<file path="src/rtl/adc_spi_responder_if.sv">
// adc_spi_responder_if
// Bundles the SPI pins and the sample-write port of the ADC emulator.
//   master : the side that drives the SPI bus and writes samples (driver/bench)
//   slave  : the responder itself
// Signals:
//   Spi_cs_n, Spi_sclk, Spi_din    SPI lines from the driver
//   Spi_dout                       serial sample data back to the driver
//   Ch_wr_en, Ch_wr_addr, Ch_wr_data  sample register file write port
//   Frame_done, Frame_err          one-Clk status pulses
//   Cur_addr                       channel that the next frame will return
interface adc_spi_responder_if #(
    parameter int ADDR_W = 3,
    parameter int DATA_W = 12
);
    logic              Spi_cs_n;
    logic              Spi_sclk;
    logic              Spi_din;
    logic              Spi_dout;
    logic              Ch_wr_en;
    logic [ADDR_W-1:0] Ch_wr_addr;
    logic [DATA_W-1:0] Ch_wr_data;
    logic              Frame_done;
    logic              Frame_err;
    logic [ADDR_W-1:0] Cur_addr;

    modport master (
        output Spi_cs_n, Spi_sclk, Spi_din, Ch_wr_en, Ch_wr_addr, Ch_wr_data,
        input  Spi_dout, Frame_done, Frame_err, Cur_addr
    );

    modport slave (
        input  Spi_cs_n, Spi_sclk, Spi_din, Ch_wr_en, Ch_wr_addr, Ch_wr_data,
        output Spi_dout, Frame_done, Frame_err, Cur_addr
    );
endinterface

</file>
<file path="src/rtl/adc_spi_responder.sv">
// adc_spi_responder
// Emulates an 8-channel 12-bit serial ADC on SPI for loopback/self-test.
// Each 16-bit frame returns 4 zeros then the 12-bit sample MSB-first; the
// channel returned is the one addressed (DIN bits 3..5) in the previous frame.
// Ports:
//   Clk  system clock (SPI lines are oversampled, SCLK <= Clk/8)
//   Rst  synchronous active-high reset
//   bus  adc_spi_responder_if.slave: SPI pins, sample write port, status
module adc_spi_responder #(
    parameter int NUM_CH      = 8,
    parameter int DATA_W      = 12,
    parameter int SYNC_STAGES = 2
) (
    input  logic                 Clk,
    input  logic                 Rst,
    adc_spi_responder_if.slave   bus
);
    localparam int ADDR_W  = $clog2(NUM_CH);
    localparam int FRAME_W = 16;
    localparam int PAD_W   = FRAME_W - DATA_W;

    typedef enum logic {IDLE, SHIFT} state_t;

    // ---------------- input synchronizers: {cs_n, sclk, din} ----------------
    // Requires SYNC_STAGES >= 2. Reset value models an idle bus (CS high).
    logic [2:0] sync_reg [SYNC_STAGES];
    logic [1:0] prev_reg;   // previous synchronized {cs_n, sclk}

    always_ff @(posedge Clk) begin
        if (Rst) begin
            for (int i = 0; i < SYNC_STAGES; i++) sync_reg[i] <= 3'b100;
            prev_reg <= 2'b10;
        end else begin
            sync_reg[0] <= {bus.Spi_cs_n, bus.Spi_sclk, bus.Spi_din};
            for (int i = 1; i < SYNC_STAGES; i++) sync_reg[i] <= sync_reg[i-1];
            prev_reg <= sync_reg[SYNC_STAGES-1][2:1];
        end
    end

    logic cs_s, sclk_s, din_s;
    logic cs_fall, cs_rise, sclk_rise, sclk_fall;
    assign cs_s      = sync_reg[SYNC_STAGES-1][2];
    assign sclk_s    = sync_reg[SYNC_STAGES-1][1];
    assign din_s     = sync_reg[SYNC_STAGES-1][0];
    assign cs_fall   =  prev_reg[1] & ~cs_s;
    assign cs_rise   = ~prev_reg[1] &  cs_s;
    assign sclk_rise = ~prev_reg[0] &  sclk_s;
    assign sclk_fall =  prev_reg[0] & ~sclk_s;

    // ---------------- sample register file ----------------
    logic [DATA_W-1:0] regfile_reg [NUM_CH];

    generate
        for (genvar gi = 0; gi < NUM_CH; gi++) begin : g_regfile
            always_ff @(posedge Clk) begin
                if (Rst)
                    regfile_reg[gi] <= '0;
                else if (bus.Ch_wr_en && bus.Ch_wr_addr == ADDR_W'(gi))
                    regfile_reg[gi] <= bus.Ch_wr_data;
            end
        end
    endgenerate

    // ---------------- frame engine ----------------
    state_t             state_reg,     state_next;
    logic [FRAME_W-1:0] shift_reg,     shift_next;
    logic [3:0]         bit_cnt_reg,   bit_cnt_next;
    logic [ADDR_W-1:0]  next_addr_reg, next_addr_next;
    logic [ADDR_W-1:0]  cur_addr_reg,  cur_addr_next;
    logic               wrap_reg,      wrap_next;   // 16th rise seen, reload on next fall
    logic               done_reg,      done_next;
    logic               err_reg,       err_next;

    logic [FRAME_W-1:0] load_word;
    assign load_word = {{PAD_W{1'b0}}, regfile_reg[cur_addr_reg]};

    always_ff @(posedge Clk) begin
        if (Rst) begin
            state_reg     <= IDLE;
            shift_reg     <= '0;
            bit_cnt_reg   <= '0;
            next_addr_reg <= '0;
            cur_addr_reg  <= '0;
            wrap_reg      <= 1'b0;
            done_reg      <= 1'b0;
            err_reg       <= 1'b0;
        end else begin
            state_reg     <= state_next;
            shift_reg     <= shift_next;
            bit_cnt_reg   <= bit_cnt_next;
            next_addr_reg <= next_addr_next;
            cur_addr_reg  <= cur_addr_next;
            wrap_reg      <= wrap_next;
            done_reg      <= done_next;
            err_reg       <= err_next;
        end
    end

    always_comb begin
        state_next     = state_reg;
        shift_next     = shift_reg;
        bit_cnt_next   = bit_cnt_reg;
        next_addr_next = next_addr_reg;
        cur_addr_next  = cur_addr_reg;
        wrap_next      = wrap_reg;
        done_next      = 1'b0;
        err_next       = 1'b0;

        case (state_reg)
            IDLE: begin
                shift_next = '0;
                if (cs_fall) begin
                    // Snapshot the sample now; later writes cannot touch this frame.
                    shift_next   = load_word;
                    bit_cnt_next = '0;
                    wrap_next    = 1'b0;
                    state_next   = SHIFT;
                end
            end

            SHIFT: begin
                if (sclk_rise) begin
                    // Address bits arrive on rising edges 3..(2+ADDR_W), MSB first.
                    for (int i = 0; i < ADDR_W; i++)
                        if (bit_cnt_reg == 4'(2 + i))
                            next_addr_next[ADDR_W-1-i] = din_s;
                    if (bit_cnt_reg == 4'd15) begin
                        bit_cnt_next  = '0;
                        cur_addr_next = next_addr_reg;
                        done_next     = 1'b1;
                        wrap_next     = 1'b1;
                    end else begin
                        bit_cnt_next = bit_cnt_reg + 4'd1;
                    end
                end

                if (cs_rise) begin
                    state_next   = IDLE;
                    shift_next   = '0;
                    bit_cnt_next = '0;
                    wrap_next    = 1'b0;
                    // A CS rise in the same Clk as the 16th rising edge completes
                    // the frame (handled above); anything else mid-frame is an abort.
                    if (bit_cnt_reg != 4'd0 && !(sclk_rise && bit_cnt_reg == 4'd15))
                        err_next = 1'b1;
                end else if (sclk_fall) begin
                    if (wrap_reg) begin
                        // Continuous mode: next frame starts from the new address.
                        shift_next = load_word;
                        wrap_next  = 1'b0;
                    end else begin
                        shift_next = {shift_reg[FRAME_W-2:0], 1'b0};
                    end
                end
            end

            default: state_next = IDLE;
        endcase
    end

    assign bus.Spi_dout   = shift_reg[FRAME_W-1];
    assign bus.Frame_done = done_reg;
    assign bus.Frame_err  = err_reg;
    assign bus.Cur_addr   = cur_addr_reg;
endmodule
</file>
<file path="src/flat_wrapper.sv">
// flat-port wrapper written by rule: the top's interface ports become plain ports
module adc_spi_responder_flat 
#(
    parameter int NUM_CH      = 8,
    parameter int DATA_W      = 12,
    parameter int SYNC_STAGES = 2
)
  (Clk, Rst, bus_Spi_cs_n, bus_Spi_sclk, bus_Spi_din, bus_Ch_wr_en, bus_Ch_wr_addr, bus_Ch_wr_data, bus_Spi_dout, bus_Frame_done, bus_Frame_err, bus_Cur_addr);
  adc_spi_responder_if #(.DATA_W(DATA_W)) bus_i ();
  input  logic Clk;
  input  logic Rst;
  input wire logic [$bits(bus_i.Spi_cs_n)-1:0] bus_Spi_cs_n;
  input wire logic [$bits(bus_i.Spi_sclk)-1:0] bus_Spi_sclk;
  input wire logic [$bits(bus_i.Spi_din)-1:0] bus_Spi_din;
  input wire logic [$bits(bus_i.Ch_wr_en)-1:0] bus_Ch_wr_en;
  input wire logic [$bits(bus_i.Ch_wr_addr)-1:0] bus_Ch_wr_addr;
  input wire logic [$bits(bus_i.Ch_wr_data)-1:0] bus_Ch_wr_data;
  output wire logic [$bits(bus_i.Spi_dout)-1:0] bus_Spi_dout;
  output wire logic [$bits(bus_i.Frame_done)-1:0] bus_Frame_done;
  output wire logic [$bits(bus_i.Frame_err)-1:0] bus_Frame_err;
  output wire logic [$bits(bus_i.Cur_addr)-1:0] bus_Cur_addr;
  assign bus_i.Spi_cs_n = bus_Spi_cs_n;
  assign bus_i.Spi_sclk = bus_Spi_sclk;
  assign bus_i.Spi_din = bus_Spi_din;
  assign bus_i.Ch_wr_en = bus_Ch_wr_en;
  assign bus_i.Ch_wr_addr = bus_Ch_wr_addr;
  assign bus_i.Ch_wr_data = bus_Ch_wr_data;
  assign bus_Spi_dout = bus_i.Spi_dout;
  assign bus_Frame_done = bus_i.Frame_done;
  assign bus_Frame_err = bus_i.Frame_err;
  assign bus_Cur_addr = bus_i.Cur_addr;
  adc_spi_responder #(.NUM_CH(NUM_CH), .DATA_W(DATA_W), .SYNC_STAGES(SYNC_STAGES)) u_core (.Clk(Clk), .Rst(Rst), .bus(bus_i));
endmodule
</file>
<file path="config.mk">
export PLATFORM = sky130hd
export DESIGN_NAME = adc_spi_responder_flat
export DESIGN_NICKNAME = d
export VERILOG_FILES = /design/src/rtl/adc_spi_responder_if.sv /design/src/rtl/adc_spi_responder.sv /design/src/flat_wrapper.sv
export SDC_FILE = /design/constraint.sdc
export NUM_CORES = 1
export LEC_CHECK = 0
export ABC_AREA = 1
export CAP_MARGIN = 20
export CORE_ASPECT_RATIO = 1.4
export CORE_UTILIZATION = 50
export CTS_CLUSTER_DIAMETER = 100
export DETAILED_ROUTE_END_ITERATION = 6
export PLACE_DENSITY_LB_ADDON = 0.3
export SLEW_MARGIN = 20
export SYNTH_ARGS = -nofsm -noshare
export SYNTH_HDL_FRONTEND = slang
export SYNTH_SLANG_ARGS = --single-unit
</file>
<file path="constraint.sdc">
create_clock -name Clk -period 2.7 [get_ports Clk]
set_input_delay 0.405 -clock Clk [delete_from_list [all_inputs] [get_ports Clk]]
set_output_delay 0.405 -clock Clk [all_outputs]
set_load 0.05 [all_outputs]
</file>
# Word-level counts from Yosys, hierarchy flattened
# Memory sizes are Yosys's and may differ from the RTL's. A register that Yosys moved wholly into a read port is not among the register bits.
# Cells that the tools add are included.
[totals] output_inout_bits=6 latch_bits=0 elab_cells=130 ram_bits=102 memories=2 in_bits=21 mem_bits_ro=0 register_bits=32
[classes] n_eq_ne=14 n_shift=0 add_sub_neg=1 multipliers=0 n_mux=61 n_reduce_logical=20 n_bitwise=21 n_div=0 order_cmp=0
[memory_table] name="u_core.regfile_reg" depth=8 width=12 read_ports=1 rd_ports_with_merged_regs=1 write_ports=8 line="adc_spi_responder.sv:51" source="logic [DATA_W-1:0] regfile_reg [NUM_CH];"
[memory_table] name="u_core.sync_reg" depth=2 width=3 read_ports=2 rd_ports_with_merged_regs=0 write_ports=2 line="adc_spi_responder.sv:26" source="logic [2:0] sync_reg [SYNC_STAGES];"
[op_table] op="$mux 12" count=9
[op_table] op="$mux 16" count=3
[op_table] op="$mux 1" count=37
[op_table] op="$pmux 16 s2" count=1
[op_table] op="$mux 4" count=4
[op_table] op="$eq 3x3->1 const B" count=4
[op_table] op="$mux 3" count=4
[op_table] op="$reduce_and 3->1" count=4
[op_table] op="$logic_and 1x1->1" count=10
[op_table] op="$or 1x1->1" count=10
[op_table] op="$eq 4x2->1 const B" count=2
[op_table] op="$pmux 4 s2" count=1
[op_table] op="$not 1->1" count=7
[op_table] op="$eq 3x2->1 const B" count=2
[op_table] op="$ne 3x1->1 const B" count=2
[op_table] op="$reduce_or 3->1" count=2
[op_table] op="$add 4x1->4 const B" count=1
[op_table] op="$and 1x1->1" count=4
[op_table] op="$eq 4x3->1 const B" count=1
[op_table] op="$eq 4x4->1 const B" count=1
[op_table] op="$pmux 1 s2" count=2
[op_table] op="$reduce_bool 4->1" count=1
[op_table] op="$eq 3x1->1 const B" count=1
[op_table] op="$logic_not 3->1" count=1
[op_table] op="3 further kinds" count=3

# Depth between registers and ports, before layout
# Gate-level depths: netlist (run 1).
[depth] word_depth=7 depth_mapped=9 mapped_depth_nobuf=9

# Worst setup path after synthesis (run 1)
# OpenSTA, ideal clock, no wires.
[synth_path] kind="input-to-reg" startpoint="input Rst" endpoint="memory u_core.regfile_reg[7][0] (enable)" cell_stages=5 n_path_buf=3 slack_ps=786 arrival_time_ps=1516 required_time_ps=2302 setup_ps=398 path_cell_list="buf_2 -> clkinv_1 -> buf_4 -> buf_2 -> o21ai_0"
[synth_rtl] element="start, declared" line="flat_wrapper.sv:11" source="input logic Rst;"
[synth_rtl] element="end, declared" line="adc_spi_responder.sv:51"

# Worst setup path after layout (run 1)
[layout_path] startpoint="register u_core.shift_reg[15]" endpoint="output bus_Spi_dout"
[layout_rtl] element="start, declared" line="adc_spi_responder.sv:66" source="logic [FRAME_W-1:0] shift_reg, shift_next;"
[layout_rtl] element="start signal, assigned" line="adc_spi_responder.sv:89" source="shift_reg <= shift_next;"
[layout_rtl] element="end, declared" line="flat_wrapper.sv:18" source="output wire logic [$bits(bus_i.Spi_dout)-1:0] bus_Spi_dout;"
# No word-level cell between the ends.

==> results.json, run 1 <==
{
  "finalSetupTns_ps": 0,
  "coreArea_um2": 12300,
  "root_buffer": "clkbuf_16",
  "seq_power_share_pct": 47.0,
  "syn_nets": 776,
  "max_slew_margin_pct": 48.3,
  "cts.clk_slew.worst_paths_ps": 50,
  "io_pins": 27,
  "path_cells": "clkdlybuf4s50_1",
  "tritoncts": "done",
  "hold_violations": 0,
  "status": "finished, final reports clean",
  "crit_buf_inv": 1,
  "most-common-layout-cells": "183 x nand2_1, 126 x inv_1, 117 x nor2_1",
  "cts_made_buffers": 17,
  "synth_warnings": 0,
  "cp.required_ps": 2300,
  "chipHeight_um": 135,
  "reg2reg_slack_ps": 1060,
  "postLayoutCoreUtil_pct": 59.0,
  "critical_path_arrival_ps": 1560,
  "place_congestion": 0.884,
  "setup_viol": 0,
  "multiInputGateArea_um2": 1940,
  "vias": 4887,
  "p_leak_nw": 3.22,
  "grt-ovfl-total": 0,
  "syn_area_per_cell_um2": 8.38,
  "clock_latency_ps": 410,
  "instances_no_fill": 933,
  "std_cell_rows": 48,
  "critPathMaxStageDelay_ps": 810,
  "grt_pass1_wl_mm": 22.9,
  "power.switching_mw": 1.07,
  "start_kind": "flop",
  "final_common_cell": "nand2_1",
  "synth_edf_count": 96,
  "period_minus_slack_ps": 1960,
  "fin_skew_ps": 7.91,
  "register_area_um2": 3700,
  "hold_class": "flop to flop",
  "cts_hold_buf": 0,
  "drc": 0,
  "criticalPathCategory": "flop to primary output",
  "fmax_mhz": 509,
  "dieWidth_um": 96.9,
  "p_int_mw": 4.04,
  "cts_max_level": 4,
  "drtIter0Drc": 504,
  "synthDistinctLibCells": 22,
  "powerDensity_nw_per_um2": 704,
  "syn_inst": 752,
  "fin_nets": 794,
  "p_comb_share_pct": 5.8,
  "sw_frac_of_total_pct": 21.0,
  "cap_violations": 0,
  "largest_reg_flops": 96,
  "critPathSlowestCell": "clkdlybuf4s50_1",
  "synth_ff_type": "edfxtp_1",
  "cts_sinks": 137,
  "start_util_pct": 51.2,
  "slew_viol_final": 0,
  "ir_drop_v": 0.000524,
  "grt.total_usage_pct": 23.1,
  "grt_max_degree": 49,
  "synth-seq-cells": 137,
  "drive_gt1_share_pct": 6.51,
  "fin_crit_sh_pct": 72.8,
  "vias_per_cell": 5.24,
  "tightest_slew_ps": 775,
  "cts_setup_buffers": 0,
  "grt_setup_unrepaired": "false",
  "routed_wl_mm": 14.2,
  "post_cts_resized": 0,
  "port_buffers": 26,
  "antenna_left": 0,
  "grt_pass1_vias": 4617,
  "post_drt_wl_per_cell_um": 15.3,
  "dp_cells": 901,
  "hpwlAfterDp_mm": 9.84,
  "power.share.clock_pct": 47.2,
  "cts.path.max_buffers": 2,
  "end_kind": "primary output",
  "antenna_found_initial": 0,
  "drt-pass1-iter-count": 5,
  "fill_cells": 1004,
  "ys_seq_area_share_pct": 58.8,
  "area_growth_syn_to_layout_pct": 15.2,
  "die_area_um2": 13100,
  "path_max_fanout": 2,
  "cp_top_family": "buffers and inverters",
  "async_flop_share_pct": 0,
  "antennaDiodeCount": 0,
  "syn_area_um2": 6300
}
==> kinds of logic after synthesis <==
| family | Yosys count | synth area share, % |
|---|---|---|
| compound gates | 47 | 3.79 |
| fa+ha+maj | 3 | 0.596 |
| buf+inv | 163 | 10.6 |
| flops | 137 | 58.8 |
| simple gates | 402 | 26.3 |
==> area by class of cell <==
cell class                      instances  share of cell area [%]
Inverter                              129                    6.67
Clock buffer                           29                    8.19
Tap cell                              150                    2.59
Multi-Input combinational cell        452                    26.7
Sequential cell                       137                    51.0
Timing Repair Buffer                   33                    4.31
Clock inverter                          3                   0.569
==> cell usage after synthesis (3+ instances only) <==
library cell	count	area (um^2)
nor2_2	3	18.8
clkbuf_1	8	30.0
buf_4	4	30.0
nor2_1	117	439
nor3_1	6	30.0
nand2_1	183	687
ha_1	3	37.5
dfxtp_1	41	821
nand3_1	84	420
buf_2	20	100
o21ai_0	22	110
inv_1	126	473
a21oi_1	24	120
edfxtp_1	96	2880
nand2_2	5	31.3
==> worst paths after layout <==
check / start / end / cells after the start
hold / removal: u_core.sync_reg[0][0]$_SDFF_PP0_ / u_core.sync_reg[0][3]$_SDFF_PP0_ / 2
setup reg to reg: flop / u_core.shift_reg[8]$_SDFFE_PP0P_ / 5
setup / recovery: u_core.shift_reg[15]$_SDFFE_PP0P_ / bus_Spi_dout / 1
hold reg to reg: u_core.sync_reg[0][0]$_SDFF_PP0_ / u_core.sync_reg[0][3]$_SDFF_PP0_ / 2
==> layer usage <==
metal / vias up / wire length [um] / share of wire, % / track usage [%]
li1: 2389 / - / - / -
met2: 192 / 6880 / 48 / 37.9
met4: 0 / 642 / 4.5 / 13.7
met5: - / 0 / 0 / 0
met3: 43 / 944 / 6.6 / 4.71
met1: 2263 / 5780 / 41 / 28.1
==> through the flow <==
stage / instance area [um^2] / power (mW) / hold slack [ps] / setup WS (ps)
floorplan: 6300 / 2.62 / 388 / 786
global placement: 6620 / 2.72 / 389 / 352
detailed placement: 6620 / 2.74 / 398 / 310
CTS: 7260 / 5.12 / 406 / 726
global route: 7260 / 5.25 / 424 / 697
finish: 7260 / 5.11 / 405 / 736
==> power groups by stage <==
stage / Combinational, mW / Clock (mW) / Sequential, mW
after floorplan: 0.194 / 0 / 2.43
after global routing: 0.335 / 2.50 / 2.41
after CTS: 0.296 / 2.43 / 2.40
final: 0.297 / 2.41 / 2.40
after global placement: 0.286 / 0 / 2.44
after detailed placement: 0.293 / 0 / 2.44
==> worst register-to-register path, delay by kind of cell (launching register included) <==
kind	cells	cell delay (ps)
AO/OA/AOI/OAI	1	170
buffers and inverters	1	570
flip-flops	1	320
AND/OR/NAND/NOR	3	510
No activity file was read; power rests on OpenSTA's default activity.
==> run 2, diff against run 1 <==
==> constraint.sdc (replaced) <==
create_clock -name Clk -period 1.9 [get_ports Clk]
set_input_delay 0.285 -clock Clk [delete_from_list [all_inputs] [get_ports Clk]]
set_output_delay 0.285 -clock Clk [all_outputs]
set_load 0.05 [all_outputs]
==> run 2 against run 1 <==
Effect of this change: power increased by 42%; largest cell class unchanged; final area increased by 2.7%; sequential share of layout area decreased by 1.3 points; critical path depth unchanged; hold slack got worse by 21 ps; largest power group is now registers; via count increased by 2.7%.
==> results.json, run 2 (synthesis results as in run 1) <==
{
  "pre_cts_ws_ps": -48.5,
  "powerDensity_nw_per_um2": 973,
  "power.share.clock_pct": 46.4,
  "antenna_left": 0,
  "setup_viol": 0,
  "critPathMaxStageDelay_ps": 840,
  "drive_gt1_share_pct": 7.81,
  "chipHeight_um": 135,
  "area_growth_syn_to_layout_pct": 18.3,
  "critical_path_arrival_ps": 1580,
  "criticalPathCategory": "flop to primary output",
  "max_slew_margin_pct": 62.9,
  "cts_setup_buffers": 0,
  "fin_crit_sh_pct": 97.9,
  "p_int_mw": 5.64,
  "post_drt_wl_per_cell_um": 16.1,
  "use_met3_pct": 5.12,
  "path_max_fanout": 2,
  "cp.required_ps": 1620,
  "grt_max_degree": 49,
  "cts.path.max_buffers": 2,
  "finalSetupTns_ps": 0,
  "vias_per_cell": 5.31,
  "grt_pass1_vias": 4700,
  "die_area_um2": 13100,
  "drt-pass1-iter-count": 7,
  "power.switching_mw": 1.61,
  "vias": 5017,
  "status": "finished, final reports clean",
  "largest_reg_flops": 96,
  "std_cell_rows": 48,
  "instances_no_fill": 944,
  "grt_pass1_wl_mm": 23.8,
  "postPlaceCellArea_um2": 6840,
  "fin_area_um2": 7460,
  "fin_ws_ps": 39.6,
  "use_met1_pct": 30.3,
  "final_common_cell": "nand2_1",
  "cts_hold_buf": 0,
  "seq_power_share_pct": 47.0,
  "grt_setup_unrepaired": "false",
  "period_minus_slack_ps": 1860,
  "place_congestion": 0.850,
  "p_comb_share_pct": 6.6,
  "critPathSlowestCell": "clkdlybuf4s50_1",
  "cp_top_family": "buffers and inverters",
  "fmax_mhz": 538,
  "p_leak_nw": 3.33,
  "fin_nets": 805,
  "cts.clk_slew.worst_paths_ps": 60,
  "drtIter0Drc": 438,
  "port_buffers": 26,
  "routed_wl_mm": 15.2,
  "clock_latency_ps": 410,
  "hpwlAfterDp_mm": 9.94,
  "start_kind": "flop",
  "slew_viol_final": 0,
  "fin_skew_ps": 9.42,
  "hold_class": "input port to flop",
  "path_cells": "clkdlybuf4s50_1",
  "end_kind": "primary output",
  "cts_max_level": 4,
  "tightest_slew_ps": 554,
  "hold_violations": 0,
  "reg2reg_slack_ps": 330,
  "cap_violations": 0,
  "use_met2_pct": 38.5,
  "crit_buf_inv": 1,
  "drc": 0,
  "dp_cells": 912,
  "busiest_layer": "met2",
  "ir_drop_v": 0.000728,
  "grt-ovfl-total": 0,
  "post_cts_resized": 0,
  "sw_frac_of_total_pct": 22.2,
  "cts_made_buffers": 17,
  "start_util_pct": 51.2,
  "timing.hold.ws_ps": 385,
  "grt.total_usage_pct": 24.0,
  "dieWidth_um": 96.9,
  "antennaDiodeCount": 0,
  "most-common-layout-cells": "183 x nand2_1, 126 x inv_1, 117 x nor2_1",
  "cts_sinks": 137,
  "io_pins": 27,
  "antenna_found_initial": 0,
  "coreArea_um2": 12300,
  "root_buffer": "clkbuf_16",
  "tritoncts": "done"
}
[run 2: final timing paths]
path                                       start                                 to  depth (start not counted)
max          u_core.bus.Cur_addr[0]$_SDFFE_PP0P_                    bus_Cur_addr[0]                          1
min                                 bus_Spi_sclk   u_core.sync_reg[0][1]$_SDFF_PP0_                          3
max reg2reg                                 flop  u_core.shift_reg[11]$_SDFFE_PP0P_                          8
min reg2reg     u_core.sync_reg[0][0]$_SDFF_PP0_   u_core.sync_reg[0][3]$_SDFF_PP0_                          2
[run 2: layout make-up]
class,count,area (um^2)
inverter,129,484
clock buffer,25,538
tap,150,188
multi-input combinational,452,1930
sequential,137,3700
fill,997,4860
timing repair buffer,44,536
clock inverter,7,75.1
[run 2: tightest hold or removal path, cell delays in order]
cell and delay (ps):
clkdlybuf4s50_1 390, inv_1 50, nor2_1 30
[run 2: power by group through the flow]
stage	clock, mW	combinational, mW	sequential (mW)
CTS	3.39	0.478	3.41
global route	3.50	0.529	3.42
global placement	0	0.458	3.46
floorplan	0	0.276	3.45
detailed placement	0	0.472	3.47
finish	3.36	0.481	3.41
[run 2: through the flow]
step / power [mW] / utilization (%)
floorplan: 3.73 / -
global placement: 3.92 / 55.6
detailed placement: 3.94 / 55.6
CTS: 7.28 / 60.5
global route: 7.45 / 60.6
finish: 7.25 / 60.6
[run 2: per-layer routing]
layer | share of wire, % | wire length, um | vias to the layer above
met3 | 7.7 | 1170 | 30
met2 | 47 | 7160 | 214
met1 | 41 | 6230 | 2361
met4 | 3.9 | 596 | 0
met5 | 0 | 0 | -
li1 | - | - | 2412
==> run 3, diff against run 2 <==
--- a/config.mk
+++ b/config.mk
@@ -9,6 +9,7 @@
 export CAP_MARGIN = 20
 export CORE_ASPECT_RATIO = 1.4
 export CORE_UTILIZATION = 50
+export CTS_BUF_LIST = sky130_fd_sc_hd__clkbuf_4 sky130_fd_sc_hd__clkbuf_8
 export CTS_CLUSTER_DIAMETER = 100
 export DETAILED_ROUTE_END_ITERATION = 6
 export PLACE_DENSITY_LB_ADDON = 0.3
==> constraint.sdc (replaced) <==
create_clock -name Clk -period 2.4 [get_ports Clk]
set_input_delay 0.36 -clock Clk [delete_from_list [all_inputs] [get_ports Clk]]
set_output_delay 0.36 -clock Clk [all_outputs]
set_load 0.05 [all_outputs]
==> run 3 against run 2 <==
Effect of this change: register-to-register slack improved by 320 ps; via count down 3.3%; combinational power fell by 30%; clock-buffer cell count down 5; sequential share of layout area is 2.3 points higher; cell count down 1.3%; critical path type unchanged.
==> results.json, run 3 (synthesis results as in run 1) <==
{
  "status": "finished, final reports clean",
  "r2r-end": "u_core.shift_reg[1]$_SDFFE_PP0P_",
  "grt_setup_unrepaired": "false",
  "port_buffers": 26,
  "max_slew_margin_pct": 44.0,
  "post_cts_resized": 0,
  "area_growth_syn_to_layout_pct": 13.0,
  "cts_sinks": 137,
  "fill_cells": 1057,
  "fin_ws_ps": 425,
  "fin_area_um2": 7120,
  "reg2reg_slack_ps": 650,
  "grt_pass1_vias": 4468,
  "tritoncts": "done",
  "setup_viol": 0,
  "crit_buf_inv": 1,
  "dieWidth_um": 96.9,
  "vias": 4853,
  "std_cell_rows": 48,
  "fin_nets": 793,
  "pre_cts_ws_ps": 160,
  "vias_per_cell": 5.21,
  "drive_gt1_share_pct": 6.65,
  "hpwlAfterDp_mm": 9.71,
  "powerDensity_nw_per_um2": 760,
  "antenna_left": 0,
  "grt-ovfl-total": 0,
  "grt_pass1_wl_mm": 23.0,
  "reg2regPathDepth": 6,
  "fin_crit_sh_pct": 82.3,
  "worst-path-stages": 1,
  "final_common_cell": "nand2_1",
  "routed_wl_mm": 14.5,
  "chipHeight_um": 135,
  "grt.total_usage_pct": 23.1,
  "place_congestion": 0.847,
  "cts_hold_buf": 0,
  "finalSetupTns_ps": 0,
  "hp-start": "u_core.sync_reg[0][0]$_SDFF_PP0_",
  "period_minus_slack_ps": 1980,
  "fin_skew_ps": 10.9,
  "cp.required_ps": 2040,
  "tightest_slew_ps": 839,
  "path_cells": "clkdlybuf4s50_1",
  "slew_viol_final": 0,
  "drc": 0,
  "critPathSlowestCell": "clkdlybuf4s50_1",
  "hold_class": "flop to flop",
  "largest_reg_flops": 96,
  "start_kind": "flop",
  "die_area_um2": 13100,
  "critical_path_arrival_ps": 1620,
  "cts.clk_slew.worst_paths_ps": 70,
  "post_drt_wl_per_cell_um": 15.6,
  "start_util_pct": 51.2,
  "path_max_fanout": 2,
  "cts_max_level": 4,
  "cts_setup_buffers": 0,
  "drt-pass1-iter-count": 5,
  "cts_made_buffers": 17,
  "criticalPathCategory": "flop to primary output",
  "most-common-layout-cells": "183 x nand2_1, 126 x inv_1, 117 x nor2_1",
  "root_buffer": "clkbuf_8",
  "postPlaceCellArea_um2": 6610,
  "antennaDiodeCount": 0,
  "ir_drop_v": 0.000593,
  "p_leak_nw": 3.16,
  "drtIter0Drc": 423,
  "grt_max_degree": 49,
  "cp_top_family": "buffers and inverters",
  "cts.path.max_buffers": 2,
  "clock_latency_ps": 430,
  "antenna_found_initial": 0,
  "hold-path-endpoint": "u_core.sync_reg[0][3]$_SDFF_PP0_",
  "hold_violations": 0,
  "p_total_mw": 5.41,
  "cap_violations": 0,
  "coreArea_um2": 12300,
  "end_kind": "primary output",
  "fmax_mhz": 506,
  "min_path_cells": 2,
  "io_pins": 27,
  "critPathMaxStageDelay_ps": 820,
  "timing.hold.ws_ps": 407
}
[run 3: per-stage QoR]
stage	instances	utilization, %
floorplan	752	-
global placement	900	53.7
detailed placement	900	53.7
CTS	932	57.8
global route	932	57.8
finish	932	57.8
[run 3: power by group]
part	internal [mW]	switching (mW)
Clock	1.50	0.876
Sequential	2.65	0.0419
Combinational	0.102	0.235
Total	4.26	1.15
[run 3: routing by layer]
metal / track usage, % / vias to the layer above / routed length (um) / part of all wire, %
met5: 0 / - / 0 / 0
met4: 8.21 / 0 / 336 / 2.3
li1: - / 2384 / - / -
met1: 31.2 / 2250 / 6270 / 43
met3: 4.35 / 19 / 937 / 6.4
met2: 37.4 / 200 / 6990 / 48
[run 3: worst max path at each step]
| stage | start | endpoint | slack, ps |
|---|---|---|---|
| global route | u_core.bus.Cur_addr[1]$_SDFFE_PP0P_ | bus_Cur_addr[1] | 380 |
| global placement | Rst | u_core.regfile_reg[3][6]$_SDFFCE_PN0P_ | 200 |
| CTS | u_core.bus.Cur_addr[1]$_SDFFE_PP0P_ | bus_Cur_addr[1] | 400 |
| detailed placement | Rst | u_core.regfile_reg[4][1]$_SDFFCE_PN0P_ | 160 |
| finish | u_core.bus.Cur_addr[1]$_SDFFE_PP0P_ | bus_Cur_addr[1] | 420 |
| floorplan | Rst | u_core.regfile_reg[7][0]$_SDFFCE_PN0P_ | 530 |
[run 3: cell type report]
class | instances | area, um^2 | area share (%)
inverters | 129 | 484 | 6.80
flip-flops and latches | 137 | 3700 | 52.0
clock buffers | 20 | 263 | 3.69
repair buffers | 32 | 305 | 4.29
multi-input cells | 452 | 1930 | 27.1
clock inverters | 12 | 245 | 3.44
well taps | 150 | 188 | 2.64
